## src/rtl/alu_ctrl_pipe.sv

```systemverilog
`default_nettype none
// ============================================================================
// Module   : alu_ctrl_pipe
// Purpose  : LEGv8 ALU-control decode with registered EX stage, NZCV flag
//            register and EX->ID flag forwarding for B.cond resolution.
// Revision : 1.0  initial release
// ============================================================================
module alu_ctrl_pipe #(
    parameter int                 OP_W      = 11,
    parameter int                 CNTRL_W   = 3,
    parameter bit                 FWD_EN    = 1'b1,
    parameter logic [CNTRL_W-1:0] ILL_CNTRL = '0
) (
    input  logic               clk,
    input  logic               reset,
    input  logic               id_valid,
    input  logic [OP_W-1:0]    id_opcode,
    input  logic               id_alu_on,
    input  logic [3:0]         id_cond,
    input  logic               stall,
    input  logic               flush,
    input  logic               alu_carry,
    input  logic               alu_zero,
    input  logic               alu_overflow,
    input  logic               alu_negative,
    output logic               ex_valid,
    output logic [CNTRL_W-1:0] ex_ALU_cntrl,
    output logic               ex_set_flags,
    output logic               ex_illegal,
    output logic [3:0]         flags,
    output logic [3:0]         fwd_flags,
    output logic               id_is_bcond,
    output logic               cond_met
);

    localparam logic [CNTRL_W-1:0] c_pass = CNTRL_W'(3'b000);
    localparam logic [CNTRL_W-1:0] c_add  = CNTRL_W'(3'b010);
    localparam logic [CNTRL_W-1:0] c_sub  = CNTRL_W'(3'b011);
    localparam logic [CNTRL_W-1:0] c_and  = CNTRL_W'(3'b100);
    localparam logic [CNTRL_W-1:0] c_orr  = CNTRL_W'(3'b101);
    localparam logic [CNTRL_W-1:0] c_eor  = CNTRL_W'(3'b110);

    logic [10:0]        w_op;
    logic [CNTRL_W-1:0] w_cntrl;
    logic               w_set;
    logic               w_ill;
    logic [3:0]         w_alu_flags;
    logic               w_flag_wr;
    logic               w_c, w_z, w_v, w_n;
    logic               w_eval;

    assign w_op        = id_opcode[OP_W-1 -: 11];
    assign w_alu_flags = {alu_carry, alu_zero, alu_overflow, alu_negative};
    assign id_is_bcond = (w_op[10:3] == 8'b01010100);

    always_comb begin
        w_cntrl = ILL_CNTRL;
        w_set   = 1'b0;
        w_ill   = 1'b0;
        casez (w_op)
            11'b10001011000,
            11'b1001000100?,
            11'b11111000010,
            11'b11111000000,
            11'b100101?????: w_cntrl = c_add;
            11'b10101011000: begin
                w_cntrl = c_add;
                w_set   = 1'b1;
            end
            11'b11001011000,
            11'b1101000100?: w_cntrl = c_sub;
            11'b11101011000: begin
                w_cntrl = c_sub;
                w_set   = 1'b1;
            end
            11'b10001010000: w_cntrl = c_and;
            11'b10101010000: w_cntrl = c_orr;
            11'b11001010000: w_cntrl = c_eor;
            11'b11010110000,
            11'b10110100???,
            11'b01010100???,
            11'b000101?????: w_cntrl = c_pass;
            default:         w_ill   = 1'b1;
        endcase
        // ALU-off still keeps a legal opcode legal; it only suppresses the ALU
        if (!id_alu_on) begin
            w_cntrl = ILL_CNTRL;
            w_set   = 1'b0;
        end
    end

    always_ff @(posedge clk or posedge reset) begin
        if (reset) begin
            ex_valid     <= 1'b0;
            ex_ALU_cntrl <= ILL_CNTRL;
            ex_set_flags <= 1'b0;
            ex_illegal   <= 1'b0;
        end else if (flush) begin
            ex_valid     <= 1'b0;
            ex_ALU_cntrl <= ILL_CNTRL;
            ex_set_flags <= 1'b0;
            ex_illegal   <= 1'b0;
        end else if (!stall) begin
            ex_valid     <= id_valid;
            ex_ALU_cntrl <= w_cntrl;
            ex_set_flags <= id_valid & w_set;
            ex_illegal   <= id_valid & w_ill;
        end
    end

    // Flags commit only on the edge where the setter actually leaves EX
    assign w_flag_wr = ex_valid & ex_set_flags & ~stall & ~flush;

    always_ff @(posedge clk or posedge reset) begin
        if (reset) begin
            flags <= 4'b0000;
        end else if (w_flag_wr) begin
            flags <= w_alu_flags;
        end
    end

    generate
        if (FWD_EN) begin : g_fwd
            assign fwd_flags = (ex_valid & ex_set_flags) ? w_alu_flags : flags;
        end else begin : g_no_fwd
            assign fwd_flags = flags;
        end
    endgenerate

    assign w_c = fwd_flags[3];
    assign w_z = fwd_flags[2];
    assign w_v = fwd_flags[1];
    assign w_n = fwd_flags[0];

    always_comb begin
        w_eval = 1'b1;
        case (id_cond)
            4'b0000: w_eval = w_z;
            4'b0001: w_eval = ~w_z;
            4'b0010: w_eval = w_c;
            4'b0011: w_eval = ~w_c;
            4'b0100: w_eval = w_n;
            4'b0101: w_eval = ~w_n;
            4'b0110: w_eval = w_v;
            4'b0111: w_eval = ~w_v;
            4'b1000: w_eval = w_c & ~w_z;
            4'b1001: w_eval = ~(w_c & ~w_z);
            4'b1010: w_eval = (w_n == w_v);
            4'b1011: w_eval = (w_n != w_v);
            4'b1100: w_eval = ~w_z & (w_n == w_v);
            4'b1101: w_eval = ~(~w_z & (w_n == w_v));
            default: w_eval = 1'b1;
        endcase
    end

    // Gated by reset so a pending branch drops as soon as reset asserts
    assign cond_met = id_valid & id_is_bcond & w_eval & ~reset;

endmodule
`default_nettype wire

```

## config.mk

```make
export PLATFORM = sky130hd
export DESIGN_NAME = alu_ctrl_pipe
export DESIGN_NICKNAME = d
export VERILOG_FILES = /design/src/rtl/alu_ctrl_pipe.sv
export SDC_FILE = /design/constraint.sdc
export NUM_CORES = 1
export LEC_CHECK = 0
export CAP_MARGIN = 20
export CORE_UTILIZATION = 25
export CTS_BUF_LIST = sky130_fd_sc_hd__clkbuf_8
export DETAILED_ROUTE_END_ITERATION = 16
export DONT_BUFFER_PORTS = 1
export GPL_TIMING_DRIVEN = 0
export PLACE_DENSITY = 0.36
export SLEW_MARGIN = 20
export SYNTH_ARGS = -nofsm -noshare
export SYNTH_HDL_FRONTEND = slang
export SYNTH_SLANG_ARGS = --single-unit
```

## constraint.sdc

```tcl
create_clock -name clk -period 9.1 [get_ports clk]
set_input_delay 2.73 -clock clk [delete_from_list [all_inputs] [get_ports clk]]
set_output_delay 2.73 -clock clk [all_outputs]
set_load 0.01 [all_outputs]
```

==> reports/metrics.yaml <==
seq_power_share_pct: 44.4
clock_latency_ns: 0.23
grt_antenna_before_repair: 0
fin_crit_sh_pct: 75.5
grt_overflow: 0
max_freq_ghz: 0.146
coreArea_sq_mm: 0.00318
synth.yosys.seq_area_share_pct: 28.9
syn_to_final_growth_pct: 11.1
fin_nets: 124
drt_iter0_drc: 49
setup_viol_count_final: 0
start_util_pct: 27.2
antenna_cells: 0
powerDensity_mw_per_mm2: 113
clock-sinks: 10
numPortBuffers: 0
wl_per_cell_um: 15.7
irDropWorstVdd_v: 0.0000482
hold_violations: 0
seqCellArea_sq_um: 250
end_kind: "output pin"
async_flop_share_pct: 100
status: "finished clean"
ys_seq_elements: 10
die_area_sq_mm: 0.00370
synthCells: 94
p_int_uw: 83.1
layout_commonest_cell: "nand2_1"
ys_warn_count: 0
place_congestion: 0.746
cts_buffers: 3
grt_max_degree: 11
critPathKind: "in -> out"
use_met3_pct: 2.56
cp_max_fo: 4
final_cell_mix: "nand2_1 (12), dfrtp_1 (10), nor2_1 (8), mux2_2 (8)"
drive_gt1_share_pct: 15.5
clk_path_buf_depth: 2
met1_usage_pct: 18.5
vias: 731
htreeDepth: 1
cts.reportedPaths.clkPinSlew_ns: 0.05
fp.dieH_um: 60.8
hold_class: "reg -> reg"
multi_input_area_sq_um: 584
cts_resized: 0
ant_nets: 0
hpwl_um: 1830
maxSlewHeadroom_pct: 62.0
first_pass_iters: 4
pwr-share-clk_pct: 40.9
grt_pass1_vias: 731
ios: 41
worst_pin_slew_ns: 0.565
drv_cap: 0
fp.dieW_um: 60.8
avgSynthCellArea_sq_um: 9.20
rows: 20
synth_edf_count: 0
drc: 0
netlist_area_sq_um: 865
p_leak_nw: 0.389
drv_slew: 0
finalSetupTns_ns: 0
use_met2_pct: 16.5
synth_flop_cell: "dfrtp_1"
layout_min_cycle_time_ns: 6.87
viasPerCell: 5.18
startpoint_type: "input port"
postLayoutCoreUtil_pct: 30.2
root_buffer: "clkbuf_8"
post-cts-setup-buffers: 0
syn_nets: 119
grt_usage_pct: 12.4
fin_skew_ns: 0.00202
rsz0062_at_grt: "false"
synth_cell_types: 34
swShare_pct: 23.3
cts_tree: "built"
crit_required_ns: 6.37
p_sw_uw: 25.2
grt_pass1_wl_um: 3310
grt_busiest_layer: "met1"
worstPathArrival_ns: 4.14
combPwrFrac_pct: 14.6
fill_cells: 359
drt-total-wl_um: 2220
hold_buffers: 0
worst paths after layout:
check	cells past startpoint	startpoint	slack (ns)	to
worst min register to register	2	ex_ALU_cntrl[1]$_DFFE_PP0P_	0.55	ex_ALU_cntrl[1]$_DFFE_PP0P_
worst max register to register	3	ex_valid$_DFFE_PP0P_	7.43	flags[0]$_DFFE_PP0P_
worst min-delay path	2	ex_ALU_cntrl[1]$_DFFE_PP0P_	0.55	ex_ALU_cntrl[1]$_DFFE_PP0P_
worst max-delay path	5	alu_overflow	2.23	cond_met
min in group asynchronous	1	reset	2.37	ex_set_flags$_DFFE_PP0P_
max in group asynchronous	1	reset	6.45	flags[1]$_DFFE_PP0P_
state kept, by name (all words and copies together) (netlist names):
register and count:
ex_valid 1, ex_illegal 1, ex_set_flags 1, ex_ALU_cntrl 3, flags 4
stage by stage:
step                cell area, sq um  worst slack [ns]  std cells  power (mW)  hold slack (ns)
floorplan                        865              2.29         94      0.0622            0.515
global placement                 920              2.19        138      0.0651            0.538
detailed placement               920              2.21        138      0.0650            0.542
CTS                              961              2.20        141       0.111            0.553
global route                     961              2.15        141       0.114            0.583
finish                           961              2.23        141       0.108            0.550
power by group through the flow:
stage | Sequential [mW] | Clock, mW | Combinational [mW]
final | 0.0481 | 0.0443 | 0.0159
after floorplan | 0.0483 | 0 | 0.0139
after detailed placement | 0.0488 | 0 | 0.0162
after global placement | 0.0487 | 0 | 0.0163
after CTS | 0.0481 | 0.0464 | 0.0163
after global routing | 0.0483 | 0.0482 | 0.0177
layout make-up:
class | count | share of cell area [%]
sequential | 10 | 26.0
multi-input combinational | 78 | 60.8
buffer | 2 | 1.56
inverter | 4 | 1.56
clock buffer | 3 | 4.30
tap | 44 | 5.73
layer usage:
| metal | vias to the layer above | share of wire, % |
|---|---|---|
| li1 | 361 | - |
| met1 | 345 | 52 |
| met2 | 23 | 40 |
| met3 | 2 | 7.0 |
| met4 | 0 | 0.72 |
| met5 | - | 0 |
worst max-delay path, cell delays in order:
cell       delay (ns)
xnor2_1          0.11
mux4_1           0.50
xor2_1           0.14
o221ai_1         0.14
a2111oi_2        0.51
cells in the mapped netlist, drive strengths merged, types with 2 or more instances:
library cell,instances,share of area [%]
mux2i,5,5.8
nor2b,5,3.6
a21oi,2,1.2
mux4,2,5.6
a32o,2,2.3
xnor2,4,4.1
o21ai,3,1.7
nor2,8,3.5
nand3,4,2.3
inv,4,1.7
dfrtp,10,29
nand2b,2,1.4
nand2,13,5.9
mux2,8,10
nor4bb,2,2.3
nor4b,2,2.0
nand4b,3,3.0
cells by family (layout without fill, tap and decap cells):
family | Yosys count | in the layout | synth area share (%)
flip-flops | 10 | 10 | 28.9
XOR/XNOR | 5 | 5 | 5.06
multiplexers | 15 | 15 | 21.9
buffers and inverters | 6 | 9 | 3.47
AND/OR/NAND/NOR | 43 | 43 | 27.4
AO/OA/AOI/OAI | 15 | 15 | 13.3
Power figures use the tool's default switching activity.
